`src/rtl/gol_ctrl.sv`:
```
// Run controller for a toroidal Game of Life array: load, step, free/bounded runs, stability/extinction flags.
// Optional build macro GOL_AUTO_HALT_EN: a rising stable/extinct flag in RUN ends the run in DONE.
module gol_ctrl #(
    parameter int WIDTH  = 10,
    parameter int HEIGHT = 10,
    parameter int CNT_W  = 16,
    parameter int DIV_W  = 24
) (
    input  logic                    clk,
    input  logic                    rst,
    input  logic                    cmd_load,
    input  logic                    cmd_run,
    input  logic                    cmd_stop,
    input  logic                    cmd_step,
    input  logic [CNT_W-1:0]        gen_limit,
    input  logic [DIV_W-1:0]        period,
    input  logic [WIDTH*HEIGHT-1:0] cells,
    output logic                    grid_load_n,
    output logic                    grid_adv,
    output logic [CNT_W-1:0]        gen_count,
    output logic [1:0]              state,
    output logic                    stable,
    output logic                    extinct
);

    localparam int N = WIDTH * HEIGHT;

    typedef enum logic [1:0] {
        ST_IDLE = 2'd0,
        ST_LOAD = 2'd1,
        ST_RUN  = 2'd2,
        ST_DONE = 2'd3
    } state_t;

    state_t           state_q, state_d;
    logic [DIV_W-1:0] timer_q, timer_d;
    logic [DIV_W-1:0] per_q, per_d;
    logic [DIV_W-1:0] eff_period;
    logic [CNT_W-1:0] gen_q, gen_d, gen_inc;
    logic             step_q, step_d;
    logic             cmp_q, cmp_d;
    logic             stable_q, stable_d;
    logic             extinct_q, extinct_d;
    logic [N-1:0]     prev_q, prev_d;
    logic             wrap, halt, adv;

    assign eff_period = (period < DIV_W'(2)) ? DIV_W'(2) : period;
    assign gen_inc    = (gen_q == '1) ? gen_q : gen_q + CNT_W'(1);
    // per_q latches the period only at run start and at each wrap, so edits apply from the next generation.
    assign wrap       = (state_q == ST_RUN) && (timer_q >= per_q - DIV_W'(1));

`ifdef GOL_AUTO_HALT_EN
    logic stable_dly_q, extinct_dly_q;

    always_ff @(posedge clk) begin
        if (rst) begin
            stable_dly_q  <= 1'b0;
            extinct_dly_q <= 1'b0;
        end else begin
            stable_dly_q  <= stable_q;
            extinct_dly_q <= extinct_q;
        end
    end

    assign halt = (stable_q & ~stable_dly_q) | (extinct_q & ~extinct_dly_q);
`else
    assign halt = 1'b0;
`endif

    // Reset gates the strobe so a reset edge never doubles as an advance edge.
    assign adv = ~rst & ((wrap & ~halt) | step_q);

    // NOTE: every variable gets a default before the case, so no path can infer a latch.
    always_comb begin
        state_d   = state_q;
        timer_d   = timer_q;
        per_d     = per_q;
        gen_d     = gen_q;
        step_d    = 1'b0;
        cmp_d     = cmp_q;
        prev_d    = prev_q;
        stable_d  = stable_q;
        extinct_d = (cells == '0);

        if (cmp_q) begin
            stable_d = (cells == prev_q);
            cmp_d    = 1'b0;
        end
        if (adv) begin
            gen_d  = gen_inc;
            prev_d = cells;
            cmp_d  = 1'b1;
        end

        case (state_q)
            ST_IDLE: begin
                if (cmd_load) begin
                    state_d = ST_LOAD;
                end else if (cmd_stop) begin
                    state_d = ST_IDLE;
                end else if (cmd_run) begin
                    state_d = ST_RUN;
                    gen_d   = '0;
                    timer_d = '0;
                    per_d   = eff_period;
                end else if (cmd_step) begin
                    step_d = 1'b1;
                end
            end
            ST_LOAD: begin
                gen_d    = '0;
                stable_d = 1'b0;
                cmp_d    = 1'b0;
                state_d  = cmd_load ? ST_LOAD : ST_IDLE;
            end
            ST_RUN: begin
                if (wrap) begin
                    timer_d = '0;
                    per_d   = eff_period;
                end else begin
                    timer_d = timer_q + DIV_W'(1);
                end
                if (cmd_load) begin
                    state_d = ST_LOAD;
                end else if (cmd_stop) begin
                    state_d = ST_IDLE;
                end else if (halt) begin
                    state_d = ST_DONE;
                end else if (wrap && (gen_limit != '0) && (gen_inc >= gen_limit)) begin
                    state_d = ST_DONE;
                end
            end
            ST_DONE: begin
                if (cmd_load) begin
                    state_d = ST_LOAD;
                end else if (cmd_stop) begin
                    state_d = ST_IDLE;
                end else if (cmd_run) begin
                    state_d = ST_RUN;
                    gen_d   = '0;
                    timer_d = '0;
                    per_d   = eff_period;
                end
            end
            default: state_d = ST_IDLE;
        endcase
    end

    // NOTE: sequential state uses non-blocking assignments so every flop samples pre-edge values.
    always_ff @(posedge clk) begin
        if (rst) begin
            state_q   <= ST_IDLE;
            timer_q   <= '0;
            per_q     <= DIV_W'(2);
            gen_q     <= '0;
            step_q    <= 1'b0;
            cmp_q     <= 1'b0;
            stable_q  <= 1'b0;
            extinct_q <= 1'b0;
        end else begin
            state_q   <= state_d;
            timer_q   <= timer_d;
            per_q     <= per_d;
            gen_q     <= gen_d;
            step_q    <= step_d;
            cmp_q     <= cmp_d;
            stable_q  <= stable_d;
            extinct_q <= extinct_d;
        end
    end

    // NOTE: the snapshot is not reset; it is only read while cmp_q is set, which reset clears.
    always_ff @(posedge clk) begin
        prev_q <= prev_d;
    end

    assign grid_load_n = (state_q != ST_LOAD);
    assign grid_adv    = adv;
    assign gen_count   = gen_q;
    assign state       = state_q;
    assign stable      = stable_q;
    assign extinct     = extinct_q;

endmodule

```
`config.mk`:
```
export PLATFORM = sky130hd
export DESIGN_NAME = gol_ctrl
export DESIGN_NICKNAME = d
export VERILOG_FILES = /design/src/rtl/gol_ctrl.sv
export SDC_FILE = /design/constraint.sdc
export NUM_CORES = 1
export LEC_CHECK = 0
export ABC_AREA = 0
export BUFFER_PORTS_ARGS = -buffer_cell sky130_fd_sc_hd__buf_2
export CORE_ASPECT_RATIO = 0.9
export CORE_MARGIN = 1.5
export CORE_UTILIZATION = 50
export CTS_CLUSTER_DIAMETER = 50
export DETAILED_ROUTE_END_ITERATION = 7
export HOLD_SLACK_MARGIN = 0.06
export PLACE_DENSITY = 0.83
export SLEW_MARGIN = 30
export SYNTH_ARGS = -nofsm -noshare
export SYNTH_HDL_FRONTEND = slang
export SYNTH_SLANG_ARGS = --single-unit
```
`constraint.sdc`:
```
create_clock -name clk -period 5.85 [get_ports clk]
set_input_delay 0.585 -clock clk [delete_from_list [all_inputs] [get_ports clk]]
set_output_delay 0.585 -clock clk [all_outputs]
set_load 0.03 [all_outputs]
```
**Yosys cells after proc, flatten, opt, wreduce, memory -nomap -nowiden**

Index checks and enable logic that the tools add are counted.

- Add/subtract/negate cells: 3
- Multipliers: 0
- Div/mod/pow operators: 0
- $lt $le $gt $ge: 3
- Equal/unequal tests: 12
- Shifts and indexed selects: 0
- Muxes and demuxes: 27
- Bitwise logic cells: 4
- Reductions and logical operators: 13

Operators with widths:

| operator | number |
|---|---|
| 24-bit two-way mux | 9 |
| 100-bit equality test | 1 |
| 100-bit zero test | 1 |
| 24-bit case mux with 2 select lines | 2 |
| 16-bit two-way mux | 5 |
| 16-bit case mux with 2 select lines | 1 |
| 24-bit by 1-bit adder with 24-bit output, second input constant | 1 |
| 24-bit greater-or-equal comparator | 1 |
| 24-bit by 2-bit less-than comparator with 1-bit output, second input constant | 1 |
| 24-bit by 1-bit subtractor with 24-bit output, second input constant | 1 |
| 16-bit by 1-bit adder with 16-bit output, second input constant | 1 |
| 16-bit equality test, second input constant | 1 |
| 16-bit greater-or-equal comparator | 1 |
| 16-bit nonzero test | 1 |
| 2-bit two-way mux | 6 |
| 2-bit != test, second input constant | 3 |
| 2-bit case mux with 3 select lines | 1 |
| 5-bit AND reduction | 1 |
| 5-bit OR reduction | 1 |
| 2-bit equality test, second input constant | 2 |
| 2-bit by 1-bit != test with 1-bit output, second input constant | 2 |
| 4-bit by 1-bit != test with 1-bit output, second input constant | 1 |
| 4-bit by 3-bit != test with 1-bit output, second input constant | 1 |
| 4-bit AND reduction | 1 |
| other kinds (10) | 16 |

- Register bits: 170
- Latch bits: 0
- Bits in writable memories: 0
- Memory bits (read-only): 0
- Input bits: 146
- Output and inout bits: 22
- Memories: 0

**Logic depth before layout (Yosys ltp)**

- Depth after elaboration: 10
- Mapped depth: 17
- Mapped depth without buffers: 15

**Worst setup path after synthesis**

OpenSTA, ideal clock, no wires.

- Path type: register to output
- From: reg per_q[2]
- To: out grid_adv
- Arrival time: 4.257 ns
- Required time: 5.265 ns
- Setup slack: 1.008 ns
- Cell stages (with the launch flop): 17
- Cell sequence: dfxtp_1 -> or4_4 -> nor2_2 -> nand2_2 -> or4_4 -> nand2b_4 -> nor3_1 -> xnor2_1 -> ha_1 -> nand2_1 -> o21a_1 -> o221ai_1 -> a21oi_1 -> and2_1 -> buf_2 -> nor2_1 -> buf_4

- Word-level cells in the longest chain between the ends: 5

Ends and longest elaborated chain:

| item | RTL line | text |
|---|---|---|
| start, declared | 37 | `logic [DIV_W-1:0] per_q, per_d;` |
| start signal, assigned | 163 | `per_q <= per_d;` |
| 24-bit by 1-bit subtractor with 24-bit output | 50 | `assign wrap = (state_q == ST_RUN) && (timer_q >= per_q - DIV_W'(1));` |
| 24-bit greater-or-equal comparator | 50 |  |
| 1-bit logical AND | 50 |  |
| 1-bit bitwise OR | 71 | `assign adv = ~rst & ((wrap & ~halt) \| step_q);` |
| 1-bit AND | 71 |  |
| end, declared | 19 | `output logic grid_adv,` |

Every way passes these cells.

**Worst setup path after layout**

Ends and elaborated chain as after synthesis.

==> summary.txt <==
Floorplan
  – Die Area: 19220 sq um
  – Area inside the core boundary: 17840 sq um
  – Ports placed on the boundary: ~170
  – Initial core utilization: between 50% and 60%
  – Die Span Y: 131.7 microns
  – Site Rows: 46
  – Die Width: ~150 microns

STA
  – PnR worst setup slack: between 0.5 and 0.6 ns
  – Final max-slew violation count: 0
  – Time the final worst path needs with I/O delays and setup: around 5.3 ns
  – Headroom to the max-slew limit: 41.85%
  – Worst clock skew on the final layout: between 0.01 and 0.015 ns
  – Fmax: ~190 MHz
  – Worst slack on hold paths: 0.3480 ns
  – Hold Fails Final Rpt: 0
  – Unrepaired setup endpoints after global routing: no
  – Tightest Pin Transition: between 0.8 and 0.9 ns
  – Crit share post-route: about 91%
  – Number of setup violations in the final report: 0
  – Setup tns final: 0 ns

Place
  – Port buffer count: ~170
  – Last weighted congestion value of the routability-driven placer: 0.8898
  – Placed standard-cell area: ~10000 sq um
  – Worst slack after detailed placement: roughly 0.96 ns
  – DP HPWL: between 15000 and 20000 microns

Worst setup path
  – Data arrival time of the critical path: ~4.8 ns
  – Startpoint types: register
  – Category of the most critical setup path: register to output pin
  – Slowest cell on the critical path: or4_4
  – Peak fanout along the critical path: 15
  – Worst reg-to-reg setup slack: around 0.93 ns
  – Count of buffer and inverter cells on the critical path: 1
  – Kind of cell with the highest combined delay on the critical path: simple AND/OR/NAND/NOR gates
  – CP required: 5.27 ns
  – Worst reg2reg endpoint: prev_q[9]
  – CP Cell Sequence: or4_4, nor2_2, nand2_2, or4_4, nor4_1, xnor2_1, ha_1, and4_1, nand4_1, o311ai_1, o211ai_2, and2_1, nor2_4, buf_2
  – Worst setup path startpoint: per_q[2]
  – Critical Path Most Common Cell: or4_4
  – Worst setup EP type: output pin
  – R2R depth: 14
  – Maximum single-stage delay on the critical path: 0.55 ns
  – Launch instance of the worst register-to-register path: per_q[2]

Clock tree
  – Resized cells post-CTS: 0
  – Clock transition at path regs: around 0.070 ns
  – Total clock buffers created by CTS: 17
  – Clock Sink Count: 170
  – Root buffer cell: clkbuf_16
  – Later-pin clock latency in the skew report: approximately 0.44 ns
  – Number of buffers inserted by post-CTS setup repair: 0
  – Post-CTS Hold Fix Bufs: 0
  – TritonCTS clock tree: done
  – Depth of the CTS H-tree: 4
  – Maximum buffer depth of the clock tree: 2

Min path
  – Hold Path Stages: 2
  – Critical hold path startpoint: cmd_run
  – Hold EP: step_q
  – Worst min path class: primary input to register

Cells and area
  – Net count of the finished layout: roughly 1300
  – Area growth syn-to-layout: 18.18%
  – Fraction of final layout cells sized beyond drive strength 1: a little over a fifth
  – Summed area of non-filler cells in the final layout: 10870 sq um

Drt
  – Final wirelength: around 24000 microns
  – Via count of the routed design: roughly 7800
  – Average wire per cell in the routed design: around 18 microns
  – DRC marker count from the first detailed-route iteration: ~640
  – First drt pass iteration count: 8
  – DRC viols: 0
  – Post-detailed-route count of antenna-violating nets: 0
  – Via-to-Cell Ratio: 5.893

Yosys
  – Area leader, netlist: edfxtp_1
  – Synth Net Count: approximately 1100
  – Mean cell area of the mapped netlist: approximately 10 sq um
  – Register area share after synthesis: 47.87%
  – Biggest area contributors in the synthesized netlist: edfxtp_1 (33%), dfxtp_1 (15%), ha_1 (6.3%)
  – Synthesized cell area: between 9000 and 10000 sq um
  – Yosys cell types: 68
  – Number of standard cells after synthesis: 890
  – Main flop type after synthesis: edfxtp_1
  – Yosys warnings: 0
  – Synth top area share: between 30% and 40%
  – Number of enable-type register cells in the synthesized netlist: 100
  – FF+latch count, synth: 170
  – Share of async-settable or async-resettable flops after synthesis: 0%

GRT
  – Maximum number of pins on one net before global-route repair: 101
  – Wire length of the first global-routing pass: roughly 38000 microns
  – Number of global-route vias before repair: around 7500
  – Initial antenna violation count: 8
  – GRT Residual Overflow: 0
  – Total routing resource utilization after global routing: 25.31%

Power
  – P_leak: roughly 4.5 nW
  – Overall power after layout: 0.002870 W
  – PwrDens: 264.0 nW/um^2
  – Maximum ir drop on the vdd rail: between 0.2 and 0.25 mV

Status
  – Outcome: finished clean

Job
  – Maximum Capacitance Violations: 0
-- power by group --
group          internal [W]  switching, W  total [W]
registers           0.00129     0.0000349    0.00133
clock network      0.000574      0.000545    0.00112
logic              0.000174      0.000248   0.000422
-- Yosys cell counts (11+ instances only) --
cell,count
nor4_1,53
nand4_1,25
o221a_2,11
inv_1,82
ha_1,46
a221oi_1,13
a21oi_1,32
xor2_1,45
nor2_1,59
mux2i_1,23
nor3_1,25
o21ai_0,28
nand3_1,24
a21o_1,11
dfxtp_1,70
o22ai_1,15
xnor2_1,42
nand2_1,43
edfxtp_1,100
nand2b_1,14
-- cell families after synthesis --
| group | synth area share, % |
|---|---|
| fa+ha+maj | 6.256 |
| mux | 2.747 |
| xor+xnor | 8.282 |
| compound gates | 12.51 |
| simple gates | 17.84 |
| flops | 47.87 |
| buf+inv | 4.488 |
-- state kept, by name, indices dropped and copies added, names as in the netlist --
signal / count
cmp_q: 1
extinct: 1
gen_count: 16
per_q: 24
prev_q: 100
stable: 1
state: 2
step_q: 1
timer_q: 24
-- metal layers --
layer | part of all wire [%] | GRT usage, % | vias to the layer above
met3 | 11 | 8.125 | 46
met4 | 2.2 | 9.315 | 4
met1 | 42 | 33.48 | 3610
li1 | - | - | 3674
met2 | 45 | 38.86 | 421
met5 | 0.11 | 0 | -
-- how the worst max path moves through the flow --
stage / to / slack (ns) / depth (start not counted)
floorplan: grid_adv / 1.01 / 16
global placement: prev_q[28] / 1.12 / 14
detailed placement: prev_q[14] / 0.96 / 14
CTS: grid_adv / 0.50 / 14
global route: grid_adv / 0.17 / 15
finish: grid_adv / 0.52 / 14
-- stage by stage --
step	utilization, %	std cells
floorplan	-	890
global placement	57.54	1279
detailed placement	57.54	1279
CTS	60.87	1311
global route	60.93	1315
finish	60.94	1316
-- cell type report --
class | count | area [sq um]
well taps | 240 | 300.3
flip-flops and latches | 170 | 4404
multi-input cells | 618 | 4390
clock buffers | 17 | 425.4
diodes | 5 | 12.51
inverters | 82 | 307.8
repair buffers | 169 | 863.3
fillers | 1454 | 6969
clock inverters | 15 | 168.9
-- placed cells by master (no fill, tap or decap), types with 3 or more instances in the layout --
cell       instances
a221oi_1          13
o22ai_1           15
and4_1             5
nor3_1            25
o2bb2ai_1          5
buf_2            167
and2_1             6
a21oi_1           32
diode_2            5
inv_6              3
nand2b_1          14
nand3_1           24
o221a_2           11
clkbuf_16         17
o21ai_0           28
nand4_1           25
ha_1              46
or3_1             10
nor2b_1            4
a2111oi_0          4
nor4_1            53
inv_8              4
and3_1             8
nor2_1            58
edfxtp_1         100
inv_1             82
a22o_1             3
or4_1              3
a21o_1            11
o21a_1             5
nand2_1           43
xor2_1            45
a31oi_1            5
mux2i_1           23
dfxtp_1           70
clkinv_8           4
o221ai_1           3
o2111ai_1          6
xnor2_1           42
nand3b_1           3
Power figures use the tool's default switching activity.
